`src/rtl/cla16_share_arbiter.sv`:
```
// Round-robin arbiter sharing one 16-bit carry-look-ahead adder among NREQ requesters,
// with carry chaining for multi-word adds. Optional busy counter: CLA16_ARB_PERF_EN.
module cla16_share_arbiter #(
  parameter int NREQ = 4,
  parameter int IDW  = 2
) (
  input  logic               clk,
  input  logic               rst,
  input  logic [NREQ-1:0]    req_valid,
  output logic [NREQ-1:0]    req_ready,
  input  logic [16*NREQ-1:0] req_x,
  input  logic [16*NREQ-1:0] req_y,
  input  logic [NREQ-1:0]    req_last,
  output logic               rsp_valid,
  input  logic               rsp_ready,
  output logic [IDW-1:0]     rsp_id,
  output logic [15:0]        rsp_sum,
  output logic               rsp_cout,
  output logic               rsp_last
`ifdef CLA16_ARB_PERF_EN
  ,
  output logic [31:0]        busy_cycles
`endif
);

  typedef enum logic {IDLE, LOCK} state_t;

  state_t         state_q, state_d;
  logic [IDW-1:0] rr_ptr, rr_d;
  logic [IDW-1:0] lock_id, lock_d;
  logic           carry_q, carry_d;

  logic [IDW-1:0] grant;
  logic [IDW-1:0] grant_next;
  logic [IDW:0]   scan;
  logic           found;
  logic           slot_free;
  logic           accept;

  logic [15:0]    op_x, op_y, sum;
  logic           cin, cout, sel_last;
  logic [15:0]    g, p;
  logic [3:0]     gg, gp;
  logic [4:0]     gc;
  logic [16:0]    c;

  // Grant search: locked requester in LOCK, otherwise first valid at or after rr_ptr.
  always_comb begin
    grant = (state_q == LOCK) ? lock_id : rr_ptr;
    found = 1'b0;
    scan  = '0;
    if (state_q == IDLE) begin
      for (int k = 0; k < NREQ; k++) begin
        scan = {1'b0, rr_ptr} + (IDW+1)'(k);
        if (scan >= (IDW+1)'(NREQ))
          scan = scan - (IDW+1)'(NREQ);
        if (!found && req_valid[scan[IDW-1:0]]) begin
          found = 1'b1;
          grant = scan[IDW-1:0];
        end
      end
    end
  end

  assign slot_free  = !rsp_valid || rsp_ready;
  assign accept     = !rst && slot_free && req_valid[grant];
  assign grant_next = (grant == IDW'(NREQ-1)) ? '0 : grant + IDW'(1);

  always_comb begin
    req_ready = '0;
    if (accept)
      req_ready[grant] = 1'b1;
  end

  assign op_x     = req_x[16*grant +: 16];
  assign op_y     = req_y[16*grant +: 16];
  assign sel_last = req_last[grant];
  assign cin      = (state_q == LOCK) ? carry_q : 1'b0;

  // Two-level look-ahead: 4-bit group generate/propagate, then group carries from cin.
  always_comb begin
    g = op_x & op_y;
    p = op_x ^ op_y;
    for (int k = 0; k < 4; k++) begin
      gg[k] = g[4*k+3] | (p[4*k+3] & g[4*k+2]) | (p[4*k+3] & p[4*k+2] & g[4*k+1])
            | (p[4*k+3] & p[4*k+2] & p[4*k+1] & g[4*k]);
      gp[k] = &p[4*k +: 4];
    end
    gc[0] = cin;
    gc[1] = gg[0] | (gp[0] & cin);
    gc[2] = gg[1] | (gp[1] & gg[0]) | (gp[1] & gp[0] & cin);
    gc[3] = gg[2] | (gp[2] & gg[1]) | (gp[2] & gp[1] & gg[0]) | (gp[2] & gp[1] & gp[0] & cin);
    gc[4] = gg[3] | (gp[3] & gg[2]) | (gp[3] & gp[2] & gg[1]) | (gp[3] & gp[2] & gp[1] & gg[0])
          | (gp[3] & gp[2] & gp[1] & gp[0] & cin);
    c = '0;
    for (int k = 0; k < 4; k++) begin
      c[4*k] = gc[k];
      for (int j = 0; j < 3; j++)
        c[4*k+j+1] = g[4*k+j] | (p[4*k+j] & c[4*k+j]);
    end
    c[16] = gc[4];
    sum   = p ^ c[15:0];
    cout  = c[16];
  end

  always_comb begin
    state_d = state_q;
    lock_d  = lock_id;
    rr_d    = rr_ptr;
    carry_d = carry_q;
    if (accept) begin
      if (sel_last) begin
        state_d = IDLE;
        rr_d    = grant_next;
        carry_d = 1'b0;
      end else begin
        state_d = LOCK;
        lock_d  = grant;
        carry_d = cout;
      end
    end
  end

  always_ff @(posedge clk or posedge rst) begin
    if (rst) begin
      state_q <= IDLE;
      rr_ptr  <= '0;
      lock_id <= '0;
      carry_q <= 1'b0;
    end else begin
      state_q <= state_d;
      rr_ptr  <= rr_d;
      lock_id <= lock_d;
      carry_q <= carry_d;
    end
  end

  // Response register: loads on accept, otherwise holds until drained.
  always_ff @(posedge clk or posedge rst) begin
    if (rst) begin
      rsp_valid <= 1'b0;
      rsp_id    <= '0;
      rsp_sum   <= '0;
      rsp_cout  <= 1'b0;
      rsp_last  <= 1'b0;
    end else if (accept) begin
      rsp_valid <= 1'b1;
      rsp_id    <= grant;
      rsp_sum   <= sum;
      rsp_cout  <= cout;
      rsp_last  <= sel_last;
    end else if (rsp_ready) begin
      rsp_valid <= 1'b0;
    end
  end

`ifdef CLA16_ARB_PERF_EN
  always_ff @(posedge clk or posedge rst) begin
    if (rst)
      busy_cycles <= '0;
    else
      busy_cycles <= busy_cycles + 32'(accept);
  end
`endif

endmodule
```
`config.mk`:
```
export PLATFORM = sky130hd
export DESIGN_NAME = cla16_share_arbiter
export DESIGN_NICKNAME = d
export VERILOG_FILES = /design/src/rtl/cla16_share_arbiter.sv
export SDC_FILE = /design/constraint.sdc
export NUM_CORES = 1
export LEC_CHECK = 0
export ABC_CLOCK_PERIOD_IN_PS = 11800
export CAP_MARGIN = 10
export CORE_MARGIN = 2
export CORE_UTILIZATION = 44
export DETAILED_ROUTE_END_ITERATION = 8
export HOLD_SLACK_MARGIN = 0.1
export PLACE_DENSITY = 0.95
export SLEW_MARGIN = 20
export SYNTH_ARGS = -nofsm -noshare
export SYNTH_HDL_FRONTEND = slang
export SYNTH_SLANG_ARGS = --single-unit
```
`constraint.sdc`:
```
create_clock -name clk -period 11.8 [get_ports clk]
set_input_delay 2.95 -clock clk [delete_from_list [all_inputs] [get_ports clk]]
set_output_delay 2.95 -clock clk [all_outputs]
set_load 0.02 [all_outputs]
```
# ---- Word level (Yosys, flattened, before mapping)
# Cells that the tools add are included.
dict set report totals {
  ff_bits 27
  input_bits 139
  out_inout_bits 25
  word_cells 176
}
dict set report classes {
  addsub 8
  n_lt_le_gt_ge 10
  eq_ne 1
  shift 2
  mux 41
  bitwise 86
  n_reduce_logical 19
}
# operator count
set ops {}
lappend ops {{$shiftx A64 B7 Y16} 2}
lappend ops {{$and A1 B1 Y1} 48}
lappend ops {{$or A1 B1 Y1} 34}
lappend ops {{$xor A16 B16 Y16} 2}
lappend ops {{$mux W2} 15}
lappend ops {{$mux W1} 18}
lappend ops {{$and A16 B16 Y16} 1}
lappend ops {{$reduce_and A4 Y1} 4}
lappend ops {{$lt A2 B3 Y1 const B} 5}
lappend ops {{$bmux W1 S2} 6}
lappend ops {{$ge A3 B3 Y1 const B} 3}
lappend ops {{$sub A2 B1 Y2 const B} 4}
lappend ops {{$add A2 B2 Y3 const B} 2}
lappend ops {{$logic_and A1 B1 Y1} 6}
lappend ops {{$logic_not A1 Y1} 5}
lappend ops {{$mux W4} 1}
lappend ops {{$reduce_and A2 Y1} 2}
lappend ops {{$add A2 B1 Y3 const B} 1}
lappend ops {{$ge A2 B3 Y1 const B} 1}
lappend ops {{$add A2 B1 Y2 const B} 1}
lappend ops {{$demux W1 S2} 1}
lappend ops {{$eq A2 B2 Y1 const B} 1}
lappend ops {{$ge A2 B1 Y1 const B} 1}
lappend ops {{$reduce_bool A2 Y1} 1}
lappend ops {{2 further kinds} 2}

# ---- Logic depth before layout (Yosys ltp)
dict set report logic_depth {
  depth_word 36
  depth_mapped 22
  depth_no_buf 19
}

# ---- Worst setup path before layout
# Ideal clock, no wire load.
dict set report synth_path {
  kind {input to output}
  from {input port req_valid[2]}
  to {output port req_ready[1]}
  arrival_time_ns 4.650
  required_ns 8.850
  path_slack_ns 4.200
  stages 10
  n_path_buf 3
  path_cell_list {nor2b_1 -> o21a_1 -> o41a_1 -> buf_2 -> clkinv_2 -> o211ai_2 -> a21bo_1 -> buf_6 -> buf_2 -> and2_1}
}
dict set report synth_between {
  elab_chain_len 21
  word_cells_on_any_way 34
  classes_between {order compare: 2; mux: 24; reduce/logical: 8}
}
# element line_no
set synth_lines {}
lappend synth_lines {{from (decl)} 9} ;# input logic [NREQ-1:0] req_valid,
lappend synth_lines {{$bmux W1 S2} 57} ;# if (!found && req_valid[scan[IDW-1:0]]) begin
lappend synth_lines {{$mux W1 (not written as such)} 57}
lappend synth_lines {{$mux W1} 57}
lappend synth_lines {{$mux W1} 52} ;# if (state_q == IDLE) begin
lappend synth_lines {{$logic_not A1 Y1} 57}
lappend synth_lines {{$logic_and A1 B1 Y1} 57}
lappend synth_lines {{$mux W1} 57}
lappend synth_lines {{$mux W1} 52}
lappend synth_lines {{[... 5 more ...]} --}
lappend synth_lines {{$logic_and A1 B1 Y1} 57}
lappend synth_lines {{$mux W2} 57}
lappend synth_lines {{$mux W2} 52}
lappend synth_lines {{$lt A2 B3 Y1 (not written as such) / $ge A2 B1 Y1 (equally long branches)} 72} ;# req_ready[grant] = 1'b1;
lappend synth_lines {{$logic_and A1 B1 Y1 (not written as such)} 72}
lappend synth_lines {{$mux W1 (not written as such)} 72}
lappend synth_lines {{$demux W1 S2} 72}
lappend synth_lines {{$mux W4 *} 71} ;# if (accept)
lappend synth_lines {{to (decl)} 10} ;# output logic [NREQ-1:0] req_ready,
# Mark *: on every way between the ends. The rest lies on a longest branch, timed or not. The select of a mux whose other input is x is not followed.

# ---- Worst setup path after layout
dict set report layout_path {
  from {input port req_valid[3]}
  to {output port req_ready[0]}
}
# The elaborated chain is that of the path after synthesis.

==> qor.yml <==
grt:
  grt_pass1_vias: 3254
  antenna_found_initial: 0
  grt-ovfl-total: 0
  grt_pass1_wl_um: 14700
  grtUsageTotal_pct: 24.0
  grt_max_degree: 72
timing:
  finalHoldViolations: 0
  fin_tns_setup_ns: 0
  tightest_slew_ns: 0.952
  max_freq_ghz: 0.104
  period_share_pct: 81.4
  rsz0062_at_grt: "false"
  final.setup_skew_ns: 0.00479
  period_needed_ns: 9.61
  hold_slack_ns: 0.509
  drv_slew: 0
  slew-limit-headroom_pct: 36.1
  setup_viol: 0
  setup_slack_ns: 2.19
floorplanning:
  die_h_um: 87.6
  initial_core_util_pct: 45.3
  core_um2: 6790
  die_w_um: 87.6
  dieArea_um2: 7680
  ioPinCount: 164
  rows: 30
yosys:
  syn_inst: 427
  synth_edf_count: 0
  synth_nets: 598
  synth_ff_type: "dfrtp_1"
  synth_async_sr_flop_share_pct: 100
  synth.area.top_cells: "dfrtp_1 (22%), nand2_1 (17%), ha_1 (8.1%), fa_1 (7.8%), nand3_1 (6.0%)"
  yosysSeqAreaShare_pct: 22.0
  ys_top_cells_by_count: "nand2_1 (141), nand3_1 (37), inv_1 (32)"
  synth_area_um2: 3080
  netlist.top_cell.by_area: "dfrtp_1"
  yosys_register_bits: 27
  synth.distinct_cells: 41
  synth.most_common_cell: "nand2_1"
  synth_top_area_share_pct: 22.0
  ys_warn_count: 0
  syn_area_per_cell_um2: 7.21
outcome:
  status: "finished, final reports clean"
final_layout:
  syn_to_final_growth_pct: 54.8
  final_core_util_pct: 70.1
  antennaDiodeCount: 0
  fin_nets: 742
  layout-drive-gt1-share_pct: 4.21
  fin_cells: 666
  stdcell_area_um2: 4760
route:
  post_drt_wl_per_cell_um: 14.2
  drt-initial-drc-count: 121
  num_vias: 3414
  drc_errors: 0
  wl_um: 9480
  ant_nets: 0
  drt-pass1-iter-count: 4
  viasPerCell: 5.13
cts:
  insertion_delay_ns: 0.27
  post_cts_buffers: 0
  post_cts_resized: 0
  clk_pin_slew_ns: 0.10
  htree_levels: 1
  numClockSinks: 27
  cts_tree: "built"
  cts-root-buf: "clkbuf_8"
  cts_hold_buf: 0
  cts_buffers: 3
  clk_path_buf_depth: 2
worst_setup_path:
  crit_type: "in -> out"
  critPathArrivalTime_ns: 6.66
  crit_path_start_kind: "input port"
  crit_path_end_kind: "output port"
  cp_data_required_time_ns: 8.85
  cp_max_fo: 37
place:
  dp_slack_ns: 1.94
  place_hpwl_um: 7830
  place_area_um2: 4710
  place_inst: 662
  place_congestion: 0.774
  numPortBuffers: 163
power_and_ir_drop:
  total_power_mw: 1.51
  p_leak_nw: 2.20
  ir_drop_mv: 0.227
  pwr_density_cell_nw_per_um2: 317
job:
  max_cap_violations: 0
hold_path:
  worstHoldPathType: "reg -> reg"
==> critical path, stage by stage <==
cell and delay [ns]:
clkdlybuf4s50_1 0.60, or2_1 0.16, o2bb2ai_1 0.07, o41a_1 0.40
buf_4 0.26, clkinv_2 0.38, o211ai_2 0.23, a21bo_2 0.72
and2_1 0.22, clkdlybuf4s50_1 0.62
==> power breakdown <==
part / switching, mW / internal, mW
Combinational: 0.716 / 0.561
Clock: 0.0297 / 0.0240
Sequential: 0.0348 / 0.142
Total: 0.781 / 0.727
==> final cells by class <==
type / count / area [um^2]
multi-input combinational: 341 / 2150
fill: 533 / 2030
timing repair buffer: 165 / 1650
sequential: 27 / 676
inverter: 33 / 125
tap: 96 / 120
clock buffer: 3 / 41.3
clock inverter: 1 / 7.51
==> worst paths after layout <==
path / cells past startpoint / end / startpoint / slack, ns
max: 10 / req_ready[0] / req_valid[3] / 2.19
min: 1 / rsp_sum[7]$_DFFE_PP0P_ / rsp_sum[7]$_DFFE_PP0P_ / 0.51
max reg2reg: 19 / rsp_sum[15]$_DFFE_PP0P_ / rr_ptr[1]$_DFFE_PP0P_ / 6.03
min reg2reg: 1 / rsp_sum[7]$_DFFE_PP0P_ / rsp_sum[7]$_DFFE_PP0P_ / 0.51
max in group asynchronous: 2 / rsp_sum[6]$_DFFE_PP0P_ / rst / 8.23
min in group asynchronous: 2 / rsp_id[0]$_DFFE_PP0P_ / rst / 3.13
==> placed cells by master, fill, tap and decap left out, types with 2 or more instances in the layout <==
cell,count
fa_1,12
nor2_1,11
mux2_1,3
nor2b_1,2
dfrtp_1,27
clkdlybuf4s50_1,163
xnor2_1,4
nand2_1,141
nand3_1,37
mux2_4,5
clkbuf_8,3
inv_1,30
o21ai_0,2
buf_4,2
a31oi_1,15
nand2b_1,2
ha_1,20
and2_1,16
mux2_2,3
a21oi_1,15
nand4_1,3
and3_1,14
a31o_2,2
a21o_1,8
mux2i_1,7
o21a_1,6
==> kinds of logic after synthesis <==
| group | synth area share [%] |
|---|---|
| buffers and inverters | 8.34 |
| AND/OR/NAND/NOR | 32.9 |
| adder cells (fa/ha/maj) | 15.9 |
| XOR/XNOR | 1.14 |
| flip-flops | 22.0 |
| multiplexers | 6.91 |
| AO/OA/AOI/OAI | 12.8 |
==> per-layer routing <==
layer  GRT usage (%)  up-vias  routed length, um
li1                -     1694                  -
met1            29.0     1596               3900
met2            45.7      114               5020
met3            1.89       10                431
met4            6.29        0                118
met5               0        -                  0
==> registers in the layout, indices dropped and copies added (netlist names) <==
| register | cells |
|---|---|
| carry_q | 1 |
| rsp_cout | 1 |
| rsp_id | 2 |
| rsp_valid | 1 |
| rsp_last | 1 |
| state_q | 1 |
| rr_ptr | 2 |
| rsp_sum | 16 |
| lock_id | 2 |
Note: power is estimated with default switching activity, not from simulation.
